[config.mk]
export PLATFORM = sky130hd
export DESIGN_NAME = display_scan_ctrl
export DESIGN_NICKNAME = d
export VERILOG_FILES = /design/src/rtl/display_scan_ctrl.sv
export SDC_FILE = /design/constraint.sdc
export NUM_CORES = 1
export LEC_CHECK = 0
export ABC_CLOCK_PERIOD_IN_PS = 4600
export CAP_MARGIN = 20
export CORE_ASPECT_RATIO = 0.75
export CORE_MARGIN = 5
export CORE_UTILIZATION = 50
export DETAILED_ROUTE_END_ITERATION = 8
export MAX_ROUTING_LAYER = met4
export PLACE_DENSITY = 0.71
export SLEW_MARGIN = 20
export SYNTH_ARGS = -nofsm -noshare
export SYNTH_HDL_FRONTEND = slang
export SYNTH_SLANG_ARGS = --single-unit
[constraint.sdc]
create_clock -name clk -period 4.6 [get_ports clk]
set_input_delay 1.15 -clock clk [delete_from_list [all_inputs] [get_ports clk]]
set_output_delay 1.15 -clock clk [all_outputs]
set_load 0.02 [all_outputs]
[src/rtl/display_scan_ctrl.sv]
`default_nettype none
// ============================================================================
// display_scan_ctrl : 4-digit common-anode 7-seg scan with frame-synced update
// Revision 1.0
// ============================================================================
module display_scan_ctrl #(
  parameter int PRESCALE  = 50000,
  parameter int BLANK_CYC = 500
) (
  input  logic        clk,
  input  logic        reset_n,
  input  logic        enable,
  input  logic        upd_req,
  input  logic [15:0] value_in,
  input  logic [3:0]  dp_in,
  input  logic [3:0]  mask_in,
  output logic        upd_busy,
  output logic        upd_ack,
  output logic [3:0]  an_n,
  output logic [6:0]  seg_n,
  output logic        dp_n,
  output logic [1:0]  digit_sel,
  output logic        frame_start
);

  localparam logic [1:0] c_S_IDLE  = 2'd0;
  localparam logic [1:0] c_S_BLANK = 2'd1;
  localparam logic [1:0] c_S_DRIVE = 2'd2;

  localparam int              c_CW         = (PRESCALE > 2) ? $clog2(PRESCALE) : 2;
  localparam logic [c_CW-1:0] c_BLANK_LAST = c_CW'(BLANK_CYC - 1);
  localparam logic [c_CW-1:0] c_SLOT_LAST  = c_CW'(PRESCALE - 1);

  logic [1:0]      r_state, w_state_nxt;
  logic [c_CW-1:0] r_cnt, w_cnt_nxt;
  logic [1:0]      r_sel, w_sel_nxt;
  logic            w_frame_nxt;

  logic [15:0] r_act_val, r_pend_val, w_act_val_nxt;
  logic [3:0]  r_act_dp, r_pend_dp, w_act_dp_nxt;
  logic [3:0]  r_act_mask, r_pend_mask, w_act_mask_nxt;
  logic        r_busy, r_ack, r_frame;
  logic        w_apply, w_capture;

  logic [3:0]  r_an_n, w_an_nxt;
  logic [6:0]  r_seg_n, w_seg_nxt;
  logic        r_dp_n, w_dp_nxt;
  logic [3:0]  w_nib;

  function automatic logic [6:0] hex_to_seg(input logic [3:0] nib);
    case (nib)
      4'h0: hex_to_seg = 7'h40;
      4'h1: hex_to_seg = 7'h79;
      4'h2: hex_to_seg = 7'h24;
      4'h3: hex_to_seg = 7'h30;
      4'h4: hex_to_seg = 7'h19;
      4'h5: hex_to_seg = 7'h12;
      4'h6: hex_to_seg = 7'h02;
      4'h7: hex_to_seg = 7'h78;
      4'h8: hex_to_seg = 7'h00;
      4'h9: hex_to_seg = 7'h10;
      4'hA: hex_to_seg = 7'h08;
      4'hB: hex_to_seg = 7'h03;
      4'hC: hex_to_seg = 7'h46;
      4'hD: hex_to_seg = 7'h21;
      4'hE: hex_to_seg = 7'h06;
      default: hex_to_seg = 7'h0E;
    endcase
  endfunction

  // State register, prescaler, update path and registered pin drivers
  always_ff @(posedge clk or negedge reset_n) begin
    if (!reset_n) begin
      r_state     <= c_S_IDLE;
      r_cnt       <= '0;
      r_sel       <= 2'd0;
      r_frame     <= 1'b0;
      r_act_val   <= 16'h0;
      r_act_dp    <= 4'h0;
      r_act_mask  <= 4'h0;
      r_pend_val  <= 16'h0;
      r_pend_dp   <= 4'h0;
      r_pend_mask <= 4'h0;
      r_busy      <= 1'b0;
      r_ack       <= 1'b0;
      r_an_n      <= 4'hF;
      r_seg_n     <= 7'h7F;
      r_dp_n      <= 1'b1;
    end else begin
      r_state    <= w_state_nxt;
      r_cnt      <= w_cnt_nxt;
      r_sel      <= w_sel_nxt;
      r_frame    <= w_frame_nxt;
      r_act_val  <= w_act_val_nxt;
      r_act_dp   <= w_act_dp_nxt;
      r_act_mask <= w_act_mask_nxt;
      r_ack      <= w_apply;
      if (w_capture) begin
        r_pend_val  <= value_in;
        r_pend_dp   <= dp_in;
        r_pend_mask <= mask_in;
      end
      if (w_apply)
        r_busy <= 1'b0;
      else if (w_capture)
        r_busy <= 1'b1;
      r_an_n  <= w_an_nxt;
      r_seg_n <= w_seg_nxt;
      r_dp_n  <= w_dp_nxt;
    end
  end

  // Next-state: slot counter runs 0..PRESCALE-1, first BLANK_CYC counts are blank
  always_comb begin
    w_state_nxt = r_state;
    w_cnt_nxt   = r_cnt;
    w_sel_nxt   = r_sel;
    w_frame_nxt = 1'b0;
    if (!enable) begin
      w_state_nxt = c_S_IDLE;
      w_cnt_nxt   = '0;
      w_sel_nxt   = 2'd0;
    end else begin
      case (r_state)
        c_S_IDLE: begin
          w_state_nxt = c_S_BLANK;
          w_cnt_nxt   = '0;
          w_sel_nxt   = 2'd0;
          w_frame_nxt = 1'b1;
        end
        c_S_BLANK: begin
          w_cnt_nxt = r_cnt + 1'b1;
          if (r_cnt == c_BLANK_LAST)
            w_state_nxt = c_S_DRIVE;
        end
        c_S_DRIVE: begin
          if (r_cnt == c_SLOT_LAST) begin
            w_state_nxt = c_S_BLANK;
            w_cnt_nxt   = '0;
            w_sel_nxt   = r_sel + 2'd1;
            w_frame_nxt = (r_sel == 2'd3);
          end else begin
            w_cnt_nxt = r_cnt + 1'b1;
          end
        end
        default: begin
          w_state_nxt = c_S_IDLE;
          w_cnt_nxt   = '0;
          w_sel_nxt   = 2'd0;
        end
      endcase
    end
  end

  // A capture in the same cycle as an apply only lands in pending, never in active
  assign w_capture      = upd_req && !r_busy;
  assign w_apply        = r_busy && ((r_state == c_S_IDLE) || w_frame_nxt);
  assign w_act_val_nxt  = w_apply ? r_pend_val  : r_act_val;
  assign w_act_dp_nxt   = w_apply ? r_pend_dp   : r_act_dp;
  assign w_act_mask_nxt = w_apply ? r_pend_mask : r_act_mask;
  assign w_nib          = w_act_val_nxt[{w_sel_nxt, 2'b00} +: 4];

  // Output decode from the next state so pins change on the transition edge
  always_comb begin
    w_an_nxt  = 4'hF;
    w_seg_nxt = 7'h7F;
    w_dp_nxt  = 1'b1;
    if ((w_state_nxt == c_S_DRIVE) && w_act_mask_nxt[w_sel_nxt]) begin
      w_an_nxt[w_sel_nxt] = 1'b0;
      w_seg_nxt           = hex_to_seg(w_nib);
      w_dp_nxt            = ~w_act_dp_nxt[w_sel_nxt];
    end
  end

  assign upd_busy    = r_busy;
  assign upd_ack     = r_ack;
  assign an_n        = r_an_n;
  assign seg_n       = r_seg_n;
  assign dp_n        = r_dp_n;
  assign digit_sel   = r_sel;
  assign frame_start = r_frame;

endmodule
`default_nettype wire

==> metrics.cfg <==
[sta]
setup_viol=0
fin_setup_tns_ns=0
max_freq_mhz=229
finalHoldViolations=0
min_period_ns=4.36
slew_headroom_pct=51.1
skew_ns=0.00488
drv_slew=0
worst_pin_slew_ns=0.734
rsz0062_at_grt=no
final.period_utilization_pct=94.9

[job]
drv_cap=0

[cells_and_area]
areaGrowthSynthToFinish_pct=18.4
final_layout_size_suffix_gt1_share_pct=20.9
final_core_util_pct=61.6
diodes=0
nets=502

[synthesis]
syn_area_per_cell_um2=10.8
synthCells=412
async_flop_share_pct=100
synth_top_area_cell=dfrtp_1
synth.top_cell.area_share_pct=39.9
ys_seq_area_share_pct=46.9
ys_ff_latch=83
synth_edf_count=0
synth_area_leaders=dfrtp_1 (40%), mux2_2 (8.8%), dfstp_2 (7.1%)
netlist_area_um2=4460
synth_nets=452
netlist-cell-type-count=73
ys.flop_type=dfrtp_1
ys_warn_count=0

[grt]
grt_use_total_pct=20.7
gr-total-overflow=0
busiest_layer=met1
grt_max_degree=84
antenna_found_initial=0
grt_pass1_vias=3386
met3_usage_pct=6.52
grt_use_met1_pct=29.7
grtUsageMet2_pct=27.7
grt_pass1_wl_mm=17.5

[route]
antenna_left=0
avgRoutedWirePerCell_um=17.8
drtPass1Iterations=5
postRouteWirelength_mm=10.2
drtIter0Drc=223
vias_per_cell=5.85
vias=3352
drc=0

[worst_setup_path]
critPathRequiredTime_ns=4.84
cp-start-kind=input pin
regToRegSetupSlack_ns=0.69
rr_startpoint=r_state[0]
crit_type=in2reg
crit_fanout=7
r2r-end=seg_n[0]
rr_worst_depth=16
critPathCaptureType=flip-flop
crit_arrival_ns=4.61

[floorplan]
die_x_um=119
num_rows=29
core_um2=8560
initial_utilization_pct=52.0
io_pins=45
die_height_um=91.8
dieArea_um2=10900

[cts]
postCtsHoldBufs=0
clk-insertion-delay-late_ns=0.34
cts_setup_buffers=0
numCtsBuffers=9
cts_buffer_depth=2
cts_num_sinks=83
cts-root-buf=clkbuf_16
cts_max_level=3
cts_tree=done
ctsResizeCount=0
clk_pin_slew_ns=0.06

[pwr]
irDropWorstVdd_uv=400
p_leak_nw=2.25
powerDensity_nw_per_um2=552

[placed_design]
dpl.hpwl_mm=7.39
io_buffer_count=44
gp_congestion=0.895

[run_status]
status=finished clean

[min_path]
worst_hold_path.endpoint=r_act_dp[3]
hold_depth=2
worstHoldStart=r_act_dp[3]
hold_class=reg2reg

[registers in the layout, indices dropped and copies added (netlist names)]
| register | count |
|---|---|
| r_state | 2 |
| r_cnt | 16 |
| upd_busy | 1 |
| dp_n | 1 |
| r_pend_dp | 4 |
| r_act_val | 16 |
| digit_sel | 2 |
| r_act_dp | 4 |
| an_n | 4 |
| upd_ack | 1 |
| r_pend_val | 16 |
| frame_start | 1 |
| r_act_mask | 4 |
| r_pend_mask | 4 |
| seg_n | 7 |
[cell families (layout without fill, tap and decap cells)]
logic type	after synthesis	count (layout)	share of synthesized area (%)
flip-flops	83	83	46.9
AO/OA/AOI/OAI	63	63	11.3
AND/OR/NAND/NOR	145	145	16.9
buffers and inverters	38	91	4.30
XOR/XNOR	20	20	3.93
adder cells (fa/ha/maj)	12	12	3.37
multiplexers	51	51	13.3
[placed cells by master (no fill, tap or decap), types with 3 or more instances in the layout]
| cell type | Yosys | layout |
|---|---|---|
| a211oi_1 | 4 | 4 |
| ha_1 | 12 | 12 |
| or3_1 | 4 | 4 |
| mux2_2 | 35 | 35 |
| nor2_1 | 28 | 28 |
| o21ai_0 | 12 | 12 |
| a21oi_1 | 8 | 8 |
| buf_4 | 0 | 11 |
| clkbuf_16 | 0 | 9 |
| nand3_1 | 24 | 24 |
| mux2i_1 | 8 | 8 |
| inv_2 | 3 | 3 |
| o211ai_2 | 3 | 3 |
| nand2_1 | 44 | 44 |
| nand4_1 | 6 | 6 |
| and3_1 | 8 | 8 |
| a211o_1 | 3 | 3 |
| xnor2_1 | 7 | 7 |
| dfstp_2 | 12 | 12 |
| a21o_1 | 3 | 3 |
| mux2_4 | 4 | 4 |
| dfrtp_1 | 71 | 71 |
| xor2_1 | 13 | 13 |
| inv_1 | 18 | 18 |
| nor3_1 | 9 | 9 |
| clkdlybuf4s50_1 | 0 | 43 |
[worst max-delay path, cell delays in order]
cell and delay (ns):
clkdlybuf4s50_1 0.60, and2_0 0.31, nand3_1 0.17, mux2i_2 0.27, nor2_4 0.12, mux2_1 0.35, mux2_2 0.33, inv_1 0.13
ha_1 0.22, nor3b_1 0.07, nand3_1 0.08, o41ai_1 0.07, a2111oi_0 0.40, a311oi_1 0.11, a32oi_1 0.22
[report_power, final]
part | switching, mW | internal (mW)
registers | 0.170 | 0.956
logic | 0.616 | 0.528
clock network | 0.269 | 0.374
[synthesized netlist by cell type (7+ instances only)]
library cell and number:
a21oi_1 8, and3_1 8, dfrtp_1 71, dfstp_2 12, ha_1 12, inv_1 18, mux2_2 35, mux2i_1 8
nand2_1 44, nand3_1 24, nor2_1 28, nor3_1 9, o21ai_0 12, xnor2_1 7, xor2_1 13
[layout make-up]
cell class                      count  area [um^2]
Fill cell                         746         3290
Tap cell                          108          135
Clock inverter                      2         13.8
Inverter                           22         87.6
Timing Repair Buffer               55          524
Clock buffer                       12          246
Multi-Input combinational cell    291         2180
Sequential cell                    83         2090
[metal layers]
layer	vias to the layer above	part of all wire, %
met2	126	41
met1	1636	50
met5	-	0
met4	0	1.5
met3	16	7.2
li1	1574	-
[worst max path at each step]
stage                 from       end  slack, ns  depth (start not counted)
CTS                 enable  seg_n[0]       0.33                         15
global route        enable  seg_n[0]       0.05                         15
global placement    enable  seg_n[0]       0.19                         15
floorplan           enable  seg_n[0]       0.74                         15
finish              enable  seg_n[0]       0.24                         15
detailed placement  enable  seg_n[0]       0.02                         15
[per-stage QoR]
step	instance area (um^2)	setup WS, ns	power (mW)	hold slack [ns]	std cells
global placement	5010	0.190	2.24	0.445	559
finish	5280	0.236	2.91	0.468	573
detailed placement	5010	0.0239	2.26	0.453	559
CTS	5270	0.333	2.92	0.466	573
global route	5280	0.0520	3.12	0.470	573
floorplan	4460	0.736	1.93	0.433	412
(Power assumes the default switching activity.)
